--- src/rtl/uart_rx_if.sv ---
// uart_rx_if: output side of the UART receiver.
//   data       - received word, stable while valid=1
//   valid      - data holds an unconsumed word
//   ready      - consumer accepts data when valid & ready
//   frame_err  - one-cycle pulse: stop bit sampled low
//   overrun    - one-cycle pulse: good frame dropped because valid was still set
//   parity_err - one-cycle pulse: even-parity mismatch (parity build only)
// Modports: master = receiver side, slave = consumer side.
interface uart_rx_if #(
    parameter int DATA_WIDTH = 8
);
    logic [DATA_WIDTH-1:0] data;
    logic                  valid;
    logic                  ready;
    logic                  frame_err;
    logic                  overrun;
    logic                  parity_err;

    modport master (output data, valid, frame_err, overrun, parity_err, input ready);
    modport slave  (input data, valid, frame_err, overrun, parity_err, output ready);
endinterface

--- src/rtl/uart_rx.sv ---
// uart_rx: oversampling-free UART receiver (start, DATA_WIDTH data bits LSB
// first, optional even parity bit, one stop bit). Each bit is sampled once,
// near its middle, using a down-counter reloaded with CLK_FREQ/BAUD_RATE.
// Ports:
//   clk     - rising-edge system clock
//   rstn    - synchronous active-low reset
//   uart_in - asynchronous serial line, idle high
//   rx      - uart_rx_if.master: data/valid/ready handshake + error pulses
// Optional feature: define UART_RX_PARITY_EN to receive and check an
// even-parity bit between the data bits and the stop bit.
module uart_rx #(
    parameter int DATA_WIDTH = 8,
    parameter int BAUD_RATE  = 115200,
    parameter int CLK_FREQ   = 100_000_000
) (
    input  logic        clk,
    input  logic        rstn,
    input  logic        uart_in,
    uart_rx_if.master   rx
);
    localparam int PULSE_WIDTH      = CLK_FREQ / BAUD_RATE;
    localparam int HALF_PULSE_WIDTH = PULSE_WIDTH / 2;
    localparam int CW               = $clog2(PULSE_WIDTH) + 1;
    localparam int IW               = (DATA_WIDTH > 1) ? $clog2(DATA_WIDTH) : 1;

    typedef enum logic [2:0] {IDLE, START, DATA, PARITY, STOP} state_t;

    state_t                state;
    logic                  sync1;
    logic                  rx_s;
    logic                  rx_prev;   // previous rx_s, for falling-edge detect
    logic [CW-1:0]         cnt;
    logic [IW-1:0]         idx;
    logic [DATA_WIDTH-1:0] shift;
    logic                  par_ok;

`ifdef UART_RX_PARITY_EN
    logic par_bit;
    logic perr_q;
    // Even parity: data bits plus parity bit must XOR to zero.
    assign par_ok        = ~^{shift, par_bit};
    assign rx.parity_err = perr_q;
`else
    assign par_ok        = 1'b1;
    assign rx.parity_err = 1'b0;
`endif

    always_ff @(posedge clk) begin
        if (!rstn) begin
            state        <= IDLE;
            sync1        <= 1'b1;
            rx_s         <= 1'b1;
            rx_prev      <= 1'b1;
            cnt          <= '0;
            idx          <= '0;
            shift        <= '0;
            rx.data      <= '0;
            rx.valid     <= 1'b0;
            rx.frame_err <= 1'b0;
            rx.overrun   <= 1'b0;
`ifdef UART_RX_PARITY_EN
            par_bit      <= 1'b0;
            perr_q       <= 1'b0;
`endif
        end else begin
            sync1        <= uart_in;
            rx_s         <= sync1;
            rx_prev      <= rx_s;
            rx.frame_err <= 1'b0;
            rx.overrun   <= 1'b0;
`ifdef UART_RX_PARITY_EN
            perr_q       <= 1'b0;
`endif
            // Consumption; a good frame in STOP below may reload in the same cycle.
            if (rx.valid && rx.ready)
                rx.valid <= 1'b0;

            case (state)
                IDLE: begin
                    if (rx_prev && !rx_s) begin
                        state <= START;
                        cnt   <= CW'(HALF_PULSE_WIDTH - 1);
                    end
                end
                START: begin
                    if (cnt == '0) begin
                        if (!rx_s) begin
                            state <= DATA;
                            cnt   <= CW'(PULSE_WIDTH - 1);
                            idx   <= '0;
                        end else begin
                            state <= IDLE;   // glitch, not a real start bit
                        end
                    end else begin
                        cnt <= cnt - 1'b1;
                    end
                end
                DATA: begin
                    if (cnt == '0) begin
                        shift[idx] <= rx_s;
                        cnt        <= CW'(PULSE_WIDTH - 1);
                        if (idx == IW'(DATA_WIDTH - 1)) begin
`ifdef UART_RX_PARITY_EN
                            state <= PARITY;
`else
                            state <= STOP;
`endif
                        end else begin
                            idx <= idx + 1'b1;
                        end
                    end else begin
                        cnt <= cnt - 1'b1;
                    end
                end
`ifdef UART_RX_PARITY_EN
                PARITY: begin
                    if (cnt == '0) begin
                        par_bit <= rx_s;
                        cnt     <= CW'(PULSE_WIDTH - 1);
                        state   <= STOP;
                    end else begin
                        cnt <= cnt - 1'b1;
                    end
                end
`endif
                STOP: begin
                    if (cnt == '0) begin
                        state <= IDLE;
                        if (!rx_s) begin
                            rx.frame_err <= 1'b1;
                        end else if (!par_ok) begin
`ifdef UART_RX_PARITY_EN
                            perr_q <= 1'b1;
`endif
                        end else if (!rx.valid || rx.ready) begin
                            rx.data  <= shift;
                            rx.valid <= 1'b1;
                        end else begin
                            rx.overrun <= 1'b1;
                        end
                    end else begin
                        cnt <= cnt - 1'b1;
                    end
                end
                default: state <= IDLE;
            endcase
        end
    end
endmodule

--- src/flat_wrapper.sv ---
// flat-port wrapper written by rule: the top's interface ports become plain ports
module uart_rx_flat 
#(
    parameter int DATA_WIDTH = 8,
    parameter int BAUD_RATE  = 115200,
    parameter int CLK_FREQ   = 100_000_000
)
  (clk, rstn, uart_in, rx_data, rx_valid, rx_frame_err, rx_overrun, rx_parity_err, rx_ready);
  uart_rx_if #(.DATA_WIDTH(DATA_WIDTH)) rx_i ();
  input  logic clk;
  input  logic rstn;
  input  logic uart_in;
  output wire logic [$bits(rx_i.data)-1:0] rx_data;
  output wire logic [$bits(rx_i.valid)-1:0] rx_valid;
  output wire logic [$bits(rx_i.frame_err)-1:0] rx_frame_err;
  output wire logic [$bits(rx_i.overrun)-1:0] rx_overrun;
  output wire logic [$bits(rx_i.parity_err)-1:0] rx_parity_err;
  input wire logic [$bits(rx_i.ready)-1:0] rx_ready;
  assign rx_data = rx_i.data;
  assign rx_valid = rx_i.valid;
  assign rx_frame_err = rx_i.frame_err;
  assign rx_overrun = rx_i.overrun;
  assign rx_parity_err = rx_i.parity_err;
  assign rx_i.ready = rx_ready;
  uart_rx #(.DATA_WIDTH(DATA_WIDTH), .BAUD_RATE(BAUD_RATE), .CLK_FREQ(CLK_FREQ)) u_core (.clk(clk), .rstn(rstn), .uart_in(uart_in), .rx(rx_i));
endmodule
--- config.mk ---
export PLATFORM = sky130hd
export DESIGN_NAME = uart_rx_flat
export DESIGN_NICKNAME = d
export VERILOG_FILES = /design/src/rtl/uart_rx_if.sv /design/src/rtl/uart_rx.sv /design/src/flat_wrapper.sv
export SDC_FILE = /design/constraint.sdc
export NUM_CORES = 1
export LEC_CHECK = 0
export CAP_MARGIN = 40
export CORE_AREA = 2 2 67 69
export CTS_CLUSTER_DIAMETER = 30
export DETAILED_ROUTE_END_ITERATION = 8
export DIE_AREA = 0 0 69 71
export PLACE_DENSITY = 0.71
export SYNTH_ARGS = -nofsm -noshare
export SYNTH_HDL_FRONTEND = slang
export SYNTH_SLANG_ARGS = --single-unit
--- constraint.sdc ---
create_clock -name clk -period 1.9 [get_ports clk]
set_input_delay 0.285 -clock clk [delete_from_list [all_inputs] [get_ports clk]]
set_output_delay 0.285 -clock clk [all_outputs]
set_load 0.02 [all_outputs]
# Word-level counts from Yosys, hierarchy flattened
# Cells that the tools add are included.
# totals
input_bits	4
word_cells	73
output_inout_bits	12
reg_bits	39
# classes
muxes	28
n_lt_le_gt_ge	2
eq_ne	13
addsub	2
reduce_logical	17
# ops
op	n
$mux 11	5
$pmux 11 s4	1
$mux 3	9
$pmux 3 s4	1
$reduce_and 4->1	3
$logic_not 11->1	1
$sub 11x1->11 const B	1
$ne 2x1->1 const B	5
$reduce_and 5->1	2
$bwmux 8	1
$mux 1	8
$eq 3x3->1 const B	2
$ne 2x2->1 const B	3
$pmux 3 s2	1
$lt 3x4->1 const B	1
$reduce_bool 4->1	1
$add 3x1->3 const B	1
$demux 1 s3	1
$eq 3x1->1 const B	1
$eq 3x2->1 const B	1
$ge 3x1->1 const B	1
$logic_and 1x1->1	3
$logic_not 3->1	1
$ne 3x3->1 const B	1
6 further kinds	7

# Logic depth before layout (Yosys ltp)
# Gate-level depths: netlist of run 1.
# depth
word_depth	6
ltp_mapped	8

# Worst setup path before layout of run 1
# No wires, ideal clock.
# synth_timing
kind	register -> register
from	register u_core.cnt[0]
to	register u_core.shift[2]
arrival_time_ns	1.866
stages_incl_launch_ff	9
slack_ns	-0.039
n_path_buf	1
synth_period_minus_slack_ns	1.939
t_required_ns	1.828
setup_ns	0.072
path_cell_list	dfxtp_1 inv_1 ha_1 nor4b_4 nand3_4 or3_1 buf_6 nor3b_2 mux2i_1
# synth_via
elab_chain_cells	2
# synth_rtl
item	line	text
start, declared	uart_rx.sv:32	logic [CW-1:0] cnt;
start signal, assigned	uart_rx.sv:82	cnt <= CW'(HALF_PULSE_WIDTH - 1);
start signal, assigned	uart_rx.sv:89	cnt <= CW'(PULSE_WIDTH - 1);
start signal, assigned	uart_rx.sv:95	cnt <= cnt - 1'b1;
$logic_not 11->1	uart_rx.sv:99	if (cnt == '0) begin
$reduce_and 2->1 (no source line)	--	
end signal, assigned by index	uart_rx.sv:100	shift[idx] <= rx_s;
end, declared	uart_rx.sv:34	logic [DATA_WIDTH-1:0] shift;
# No other way between the ends.
# A chain may end at the register's enable or synchronous reset.

# Final worst setup path of run 1
# layout_timing
from	register u_core.cnt[1]
to	register u_core.cnt[1]
# layout_via
elab_chain_cells	3
elab_cells_between_ends	9
classes_between	add/sub (1); eq/ne (2); mux (4); reduce/logical (2)
# layout_rtl
item	line	text
$sub 11x1->11 / $logic_not 11->1 (equally long branches)	--	
$mux 11, or another cell as far along	uart_rx.sv:127	if (cnt == '0) begin
$pmux 11 s4 / $reduce_and 4->1 (equally long branches)	--	
# Several ways; a longest one is shown, not always the timed one. The select of a mux whose other input is x is not followed.

==> flow_metrics.py, run 1 <==
metrics = {
    "power_and_ir_drop": {
        "sw_frac_of_total_pct": 30.5,
        "vdd_drop_max_uv": 483,
        "leakagePower_nw": 1.02,
        "power_frac_clock_pct": 30.8,
        "p_total_mw": 2.39,
        "seqPwrFrac_pct": 37.5,
        "power.internal_mw": 1.66,
        "power_density_mw_per_mm2": 884,
        "p_sw_mw": 0.727,
        "pwr-share-comb_pct": 31.8,
    },
    "die": {
        "ioPinCount": 16,
        "core_area_mm2": 0.00420,
        "dieWidth_um": 69,
        "initial_core_util_pct": 48.2,
        "core.rowCount": 24,
        "die_height_um": 71,
        "die_area_mm2": 0.00490,
    },
    "timing": {
        "finalCritPeriodShare_pct": 98.8,
        "setup_viol": 0,
        "hold_viol": 0,
        "max_clock_freq_mhz": 533,
        "hold_ws_ns": 0.410,
        "clock_skew_ns": 0.0109,
        "finalCriticalPeriod_ns": 1.88,
        "rsz0062_at_grt": "yes",
        "layout_setup_ws_ns": 0.0221,
        "slew_violations": 0,
        "maxSlewHeadroom_pct": 66.8,
        "worst_slew_pin_slew_ns": 0.486,
    },
    "min_path": {
        "min_to": "u_core.rx_s",
        "hold_class": "reg2reg",
        "holdCritStartpoint": "u_core.sync1",
        "hold_depth": 1,
    },
    "synth": {
        "yosysTopAreaCell": "dfxtp_1",
        "ys.flop_type": "dfxtp_1",
        "synth_area_leaders": "dfxtp_1 39%, mux2i_1 7.4%, nand2_1 5.7%",
        "yosysSeqAreaShare_pct": 38.6,
        "ys_ff_latch": 39,
        "syn_area_mm2": 0.00202,
        "synth_top_area_share_pct": 38.6,
        "synth-edff-count": 0,
        "synth.distinct_cells": 52,
        "synth_area_per_cell_um2": 8.92,
        "synthCells": 227,
        "yosys_warnings": 0,
        "async_flop_share_pct": 0,
        "syn-num-nets": 235,
    },
    "worst_setup_path": {
        "r2r_start": "u_core.cnt[1]",
        "reg2reg_to": "u_core.cnt[1]",
        "cp.required_ns": 2.13,
        "crit_arrival_ns": 2.11,
        "crit_fanout": 6,
        "ff2ff_path_depth": 9,
        "crit_start": "u_core.cnt[1]",
        "r2r_slack_ns": 0.02,
        "worst_setup_path_start_kind": "register",
        "critPathKind": "reg2reg",
        "crit_path_end_kind": "register",
    },
    "detailed_routing": {
        "drc": 0,
        "wire_per_inst_um": 14.4,
        "drt_iter0_markers": 184,
        "num_vias": 1803,
        "drt_pass1_iterations": 4,
        "routed_via_density": 5.53,
        "antenna_left": 0,
        "routed_wl_mm": 4.68,
    },
    "finish": {
        "antenna_cells": 0,
        "layout_common_cells": "36 x buf_4, 36 x dfxtp_1, 30 x nand2_1, 14 x mux2i_1, 14 x clkdlybuf4s50_1",
        "nFillCells": 369,
        "multi_input_area_mm2": 0.00126,
        "ff_latch_area_um2": 785,
        "drive_gt1_share_pct": 29.6,
        "nNetsFinal": 281,
        "syn2layout_area_growth_pct": 33.4,
        "stdcell_area_mm2": 0.00270,
    },
    "placed_design": {
        "place_ws_ns": -0.241,
        "place_area_mm2": 0.00243,
        "hpwl_mm": 2.98,
        "port_buffers": 14,
        "gp_congestion": 0.853,
    },
    "clocking": {
        "cts_tree": "built",
        "insertion_delay_ns": 0.30,
        "cts.htree.levels": 2,
        "clk_pin_slew_ns": 0.08,
        "cts_buffer_depth": 2,
        "cts_sinks": 39,
        "cts_root_buffer": "clkbuf_8",
        "cts_buffers": 5,
    },
    "global_route": {
        "grt_pass1_wl_mm": 7.84,
        "antenna_found_initial": 0,
        "grt_max_degree": 18,
        "globalRouteOverflowTotal": 0,
        "grtUsageTotal_pct": 19.7,
        "met3_usage_pct": 4.70,
        "busiest_layer": "met2",
        "met2_usage_pct": 30.0,
        "use_met1_pct": 26.6,
        "grt_pass1_vias": 1718,
    },
    "flow_run": {
        "cap_violations": 0,
    },
    "status": {
        "status": "completed",
    },
}
## critical path, cell delays in order, from the launching register on
cell	delay, ns
dfxtp_2	0.33
inv_2	0.07
ha_4	0.12
nor4b_4	0.17
buf_4	0.18
and3_4	0.27
buf_4	0.15
nand2_2	0.08
a211o_1	0.30
a21boi_1	0.13
## cell usage after synthesis, drive strengths merged (2+ instances only)
cell type and count:
clkbuf 4, o21a 2, o21ai 8, nor2 10, o311ai 2, nand2b 7
buf 11, ha 4, a21boi 6, a211oi 4, nor3 7, or2 3
nand2 31, mux2i 15, and3 3, a21oi 13, nor4 2, o221a 3
nand3 6, a31oi 2, nor3b 2, or3 5, nor2b 10, o211ai 2
nand3b 5, o22ai 2, and2 2, dfxtp 39, inv 3
## worst max path at each step
stage,depth (start not counted),slack (ns),endpoint
2_1_floorplan,8,-0.003,u_core.shift[2]
3_3_place_gp,8,-0.16,u_core.cnt[8]
3_5_place_dp,8,-0.24,u_core.cnt[8]
4_1_cts,8,0.005,u_core.cnt[6]
5_1_grt,8,-0.05,u_core.idx[0]
6_report,9,0.02,u_core.cnt[1]
## kinds of logic after synthesis
kind of cell | after synthesis | synth area share, %
mux | 15 | 7.42
buf+inv | 18 | 4.33
xor+xnor | 2 | 0.865
simple gates | 96 | 27.9
other cells | 1 | 0.185
compound gates | 52 | 18.3
fa+ha+maj | 4 | 2.47
flops | 39 | 38.6
## per-layer routing
layer	share of wire [%]	vias to the layer above	routed length, um
li1	-	901	-
met1	49	851	2270
met2	46	42	2180
met3	3.6	9	170
met4	1.3	0	61
met5	0	-	0
## area by class of cell
class                   count  share of cell area, %
clock buffers               6                   3.06
clock inverters             2                   1.30
inverters                   3                  0.417
multi-input cells         170                   46.6
flip-flops and latches     39                   29.1
well taps                  52                   2.41
repair buffers             54                   17.2
## power groups by stage
| stage | combinational (mW) | sequential, mW | clock, mW |
|---|---|---|---|
| 5_1_grt | 0.814 | 0.901 | 0.774 |
| 2_1_floorplan | 0.359 | 0.910 | 0 |
| 3_3_place_gp | 0.584 | 0.911 | 0 |
| 4_1_cts | 0.646 | 0.893 | 0.745 |
| 3_5_place_dp | 0.593 | 0.912 | 0 |
| 6_report | 0.758 | 0.895 | 0.734 |
## flip-flops by register name, summed over array words and instances (netlist names)
signal and count:
u_core.state 3, u_core.rx_prev 1, u_core.idx 3, u_core.rx.frame_err 1, u_core.rx_s 1, u_core.rx.valid 1, u_core.rx.overrun 1, u_core.cnt 11
u_core.shift 8, u_core.rx.data 8, u_core.sync1 1
## repair_timing
action,CTS,global route
resized for setup,9,19
setup buffers,1,5
hold buffers,0,0
pin swaps,0,5
setup endpoints to repair,17,22
## per-stage QoR
| stage | util [%] | setup TNS [ns] | instances |
|---|---|---|---|
| finish | 64.2 | 0 | 326 |
| global placement | 57.7 | -0.389 | 312 |
| global route | 64.2 | -0.137 | 326 |
| floorplan | - | -0.00305 | 227 |
| CTS | 61.6 | 0 | 321 |
| detailed placement | 57.7 | -1.09 | 312 |
Power figures use the tool's default switching activity.
==> run 2: changes to the inputs <==
--- a/config.mk
+++ b/config.mk
@@ -7,7 +7,7 @@
 export LEC_CHECK = 0
 export CAP_MARGIN = 40
 export CORE_AREA = 2 2 67 69
-export CTS_CLUSTER_DIAMETER = 30
+export CTS_CLUSTER_DIAMETER = 60
 export DETAILED_ROUTE_END_ITERATION = 8
 export DIE_AREA = 0 0 69 71
 export PLACE_DENSITY = 0.71
==> results of run 2 <==
No change in the layout: final DEF, timing and power equal those of run 1.
==> run 3: changes to the inputs <==
--- a/config.mk
+++ b/config.mk
@@ -10,7 +10,8 @@
 export CTS_CLUSTER_DIAMETER = 60
 export DETAILED_ROUTE_END_ITERATION = 8
 export DIE_AREA = 0 0 69 71
-export PLACE_DENSITY = 0.71
+export DONT_BUFFER_PORTS = 1
+export PLACE_DENSITY = 0.66
 export SYNTH_ARGS = -nofsm -noshare
 export SYNTH_HDL_FRONTEND = slang
 export SYNTH_SLANG_ARGS = --single-unit
==> flow_metrics.py, run 3 (same netlist as run 1, synthesis figures left out) <==
metrics = {
    "worst_setup_path": {
        "crit_fanout": 5,
        "worst_setup_path_start_kind": "register",
        "cp.required_ns": 2.12,
        "critPathKind": "reg2reg",
        "crit_path_end_kind": "register",
        "crit_arrival_ns": 2.08,
    },
    "finish": {
        "final_common_cell": "dfxtp_1",
        "syn2layout_area_growth_pct": 21.1,
        "stdcell_area_mm2": 0.00245,
        "multi_input_area_mm2": 0.00123,
        "reg_top3": "u_core.cnt x11, u_core.rx.data x8, u_core.shift x8",
        "nFillCells": 383,
        "drive_gt1_share_pct": 26.5,
        "layout_common_cells": "37 x dfxtp_1, 30 x nand2_1, 28 x buf_4, 15 x mux2i_1, 12 x a21oi_1",
        "nNetsFinal": 260,
        "regMostFlops": "u_core.cnt",
        "antenna_cells": 0,
        "largest_reg_flops": 11,
        "ff_latch_area_um2": 783,
    },
    "global_route": {
        "use_met1_pct": 23.0,
        "grt_max_degree": 43,
        "grt_pass1_wl_mm": 7.32,
        "grt_pass1_vias": 1634,
        "grtUsageTotal_pct": 18.4,
        "busiest_layer": "met2",
        "globalRouteOverflowTotal": 0,
        "met2_usage_pct": 30.3,
        "met3_usage_pct": 5.41,
        "antenna_found_initial": 0,
    },
    "power_and_ir_drop": {
        "power_frac_clock_pct": 26.5,
        "p_sw_mw": 0.680,
        "power.internal_mw": 1.44,
        "leakagePower_nw": 0.917,
        "pwr-share-comb_pct": 31.2,
        "vdd_drop_max_uv": 608,
        "sw_frac_of_total_pct": 32.1,
        "power_density_mw_per_mm2": 865,
        "seqPwrFrac_pct": 42.3,
        "p_total_mw": 2.12,
    },
    "clocking": {
        "cts_root_buffer": "clkbuf_8",
        "cts.htree.levels": 2,
        "cts_buffer_depth": 2,
        "insertion_delay_ns": 0.29,
        "cts_buffers": 5,
        "clk_pin_slew_ns": 0.08,
        "cts_tree": "built",
        "cts_sinks": 39,
    },
    "flow_run": {
        "cap_violations": 0,
    },
    "timing": {
        "clock_skew_ns": 0.00611,
        "hold_viol": 0,
        "finalCriticalPeriod_ns": 1.86,
        "slew_violations": 0,
        "rsz0062_at_grt": "yes",
        "max_clock_freq_mhz": 538,
        "finalCritPeriodShare_pct": 97.8,
        "setup_viol": 0,
    },
    "detailed_routing": {
        "drt_pass1_iterations": 4,
        "num_vias": 1730,
        "drt_iter0_markers": 115,
        "routed_wl_mm": 4.36,
        "wire_per_inst_um": 14.3,
        "antenna_left": 0,
        "routed_via_density": 5.67,
        "drc": 0,
    },
    "placed_design": {
        "place_area_mm2": 0.00225,
        "port_buffers": 0,
        "hpwl_mm": 2.95,
        "gp_congestion": 0.842,
    },
    "die": {
        "die_height_um": 71,
        "ioPinCount": 16,
        "dieWidth_um": 69,
        "core.rowCount": 24,
        "die_area_mm2": 0.00490,
        "initial_core_util_pct": 48.2,
        "core_area_mm2": 0.00420,
    },
    "min_path": {
        "hold_class": "in2reg",
    },
    "status": {
        "status": "completed",
    },
}
[run 3: cell count changes in the layout (fill, tap and decap cells not counted), moves of 2 or more]
cell | before | now
ha_1 | 2 | 4
clkdlybuf4s50_1 | 14 | 0
clkinvlp_4 | 0 | 2
a21oi_1 | 10 | 12
buf_4 | 36 | 28
[run 3: worst max-delay path: stages (launching register included)]
cell and delay [ns]:
dfxtp_2 0.34, inv_2 0.04, ha_1 0.18, nor4b_4 0.12, buf_4 0.16, and3_4 0.22
a21o_4 0.23, buf_6 0.12, a211o_1 0.26, a21boi_1 0.12
[run 3: through the flow]
step | utilization [%] | worst slack [ns] | hold WS (ns) | cells | TNS, ns
after CTS | 56.9 | -0.000192 | 0.0612 | 304 | -0.000192
final | 58.3 | 0.0417 | 0.0717 | 305 | 0
after detailed placement | 53.5 | -0.0928 | 0.366 | 293 | -0.441
after floorplan | - | -0.00305 | 0.380 | 227 | -0.00305
after global routing | 58.3 | -0.0380 | 0.0595 | 305 | -0.178
after global placement | 53.5 | -0.00696 | 0.363 | 293 | -0.00924
[run 3: final timing paths]
| kind | depth (start not counted) | endpoint | startpoint | slack (ns) |
|---|---|---|---|---|
| hold reg to reg | 1 | u_core.rx_s | u_core.sync1 | 0.41 |
| setup / recovery | 9 | u_core.cnt[1] | u_core.cnt[0] | 0.04 |
| hold / removal | 1 | u_core.sync1 | rstn | 0.07 |
| setup reg to reg | 9 | u_core.cnt[1] | u_core.cnt[0] | 0.04 |
[run 3: per-layer routing]
layer	vias to the layer above	share of wire [%]
met4	0	0.96
met5	-	0
li1	857	-
met2	47	48
met1	822	47
met3	4	4.3
[run 3: power by group through the flow]
stage,registers [mW],clock network [mW],logic (mW)
floorplan,0.910,0,0.359
detailed placement,0.915,0,0.542
global route,0.902,0.610,0.718
CTS,0.896,0.581,0.599
global placement,0.914,0,0.542
finish,0.897,0.561,0.663
[run 3: cell type report]
type | instances | area share, %
clock buffer | 5 | 2.81
clock inverter | 3 | 0.817
inverter | 3 | 0.459
multi-input combinational | 170 | 50.1
sequential | 39 | 32.0
tap | 52 | 2.65
timing repair buffer | 33 | 11.2
[run 3: timing repair]
item,4_1_cts,5_1_grt
pin swaps,1,3
setup buffers,3,1
endpoints found under the setup margin,14,22
hold endpoints to repair,0,0
gates cloned,0,0
gates resized for setup,7,14
hold buffers,0,0
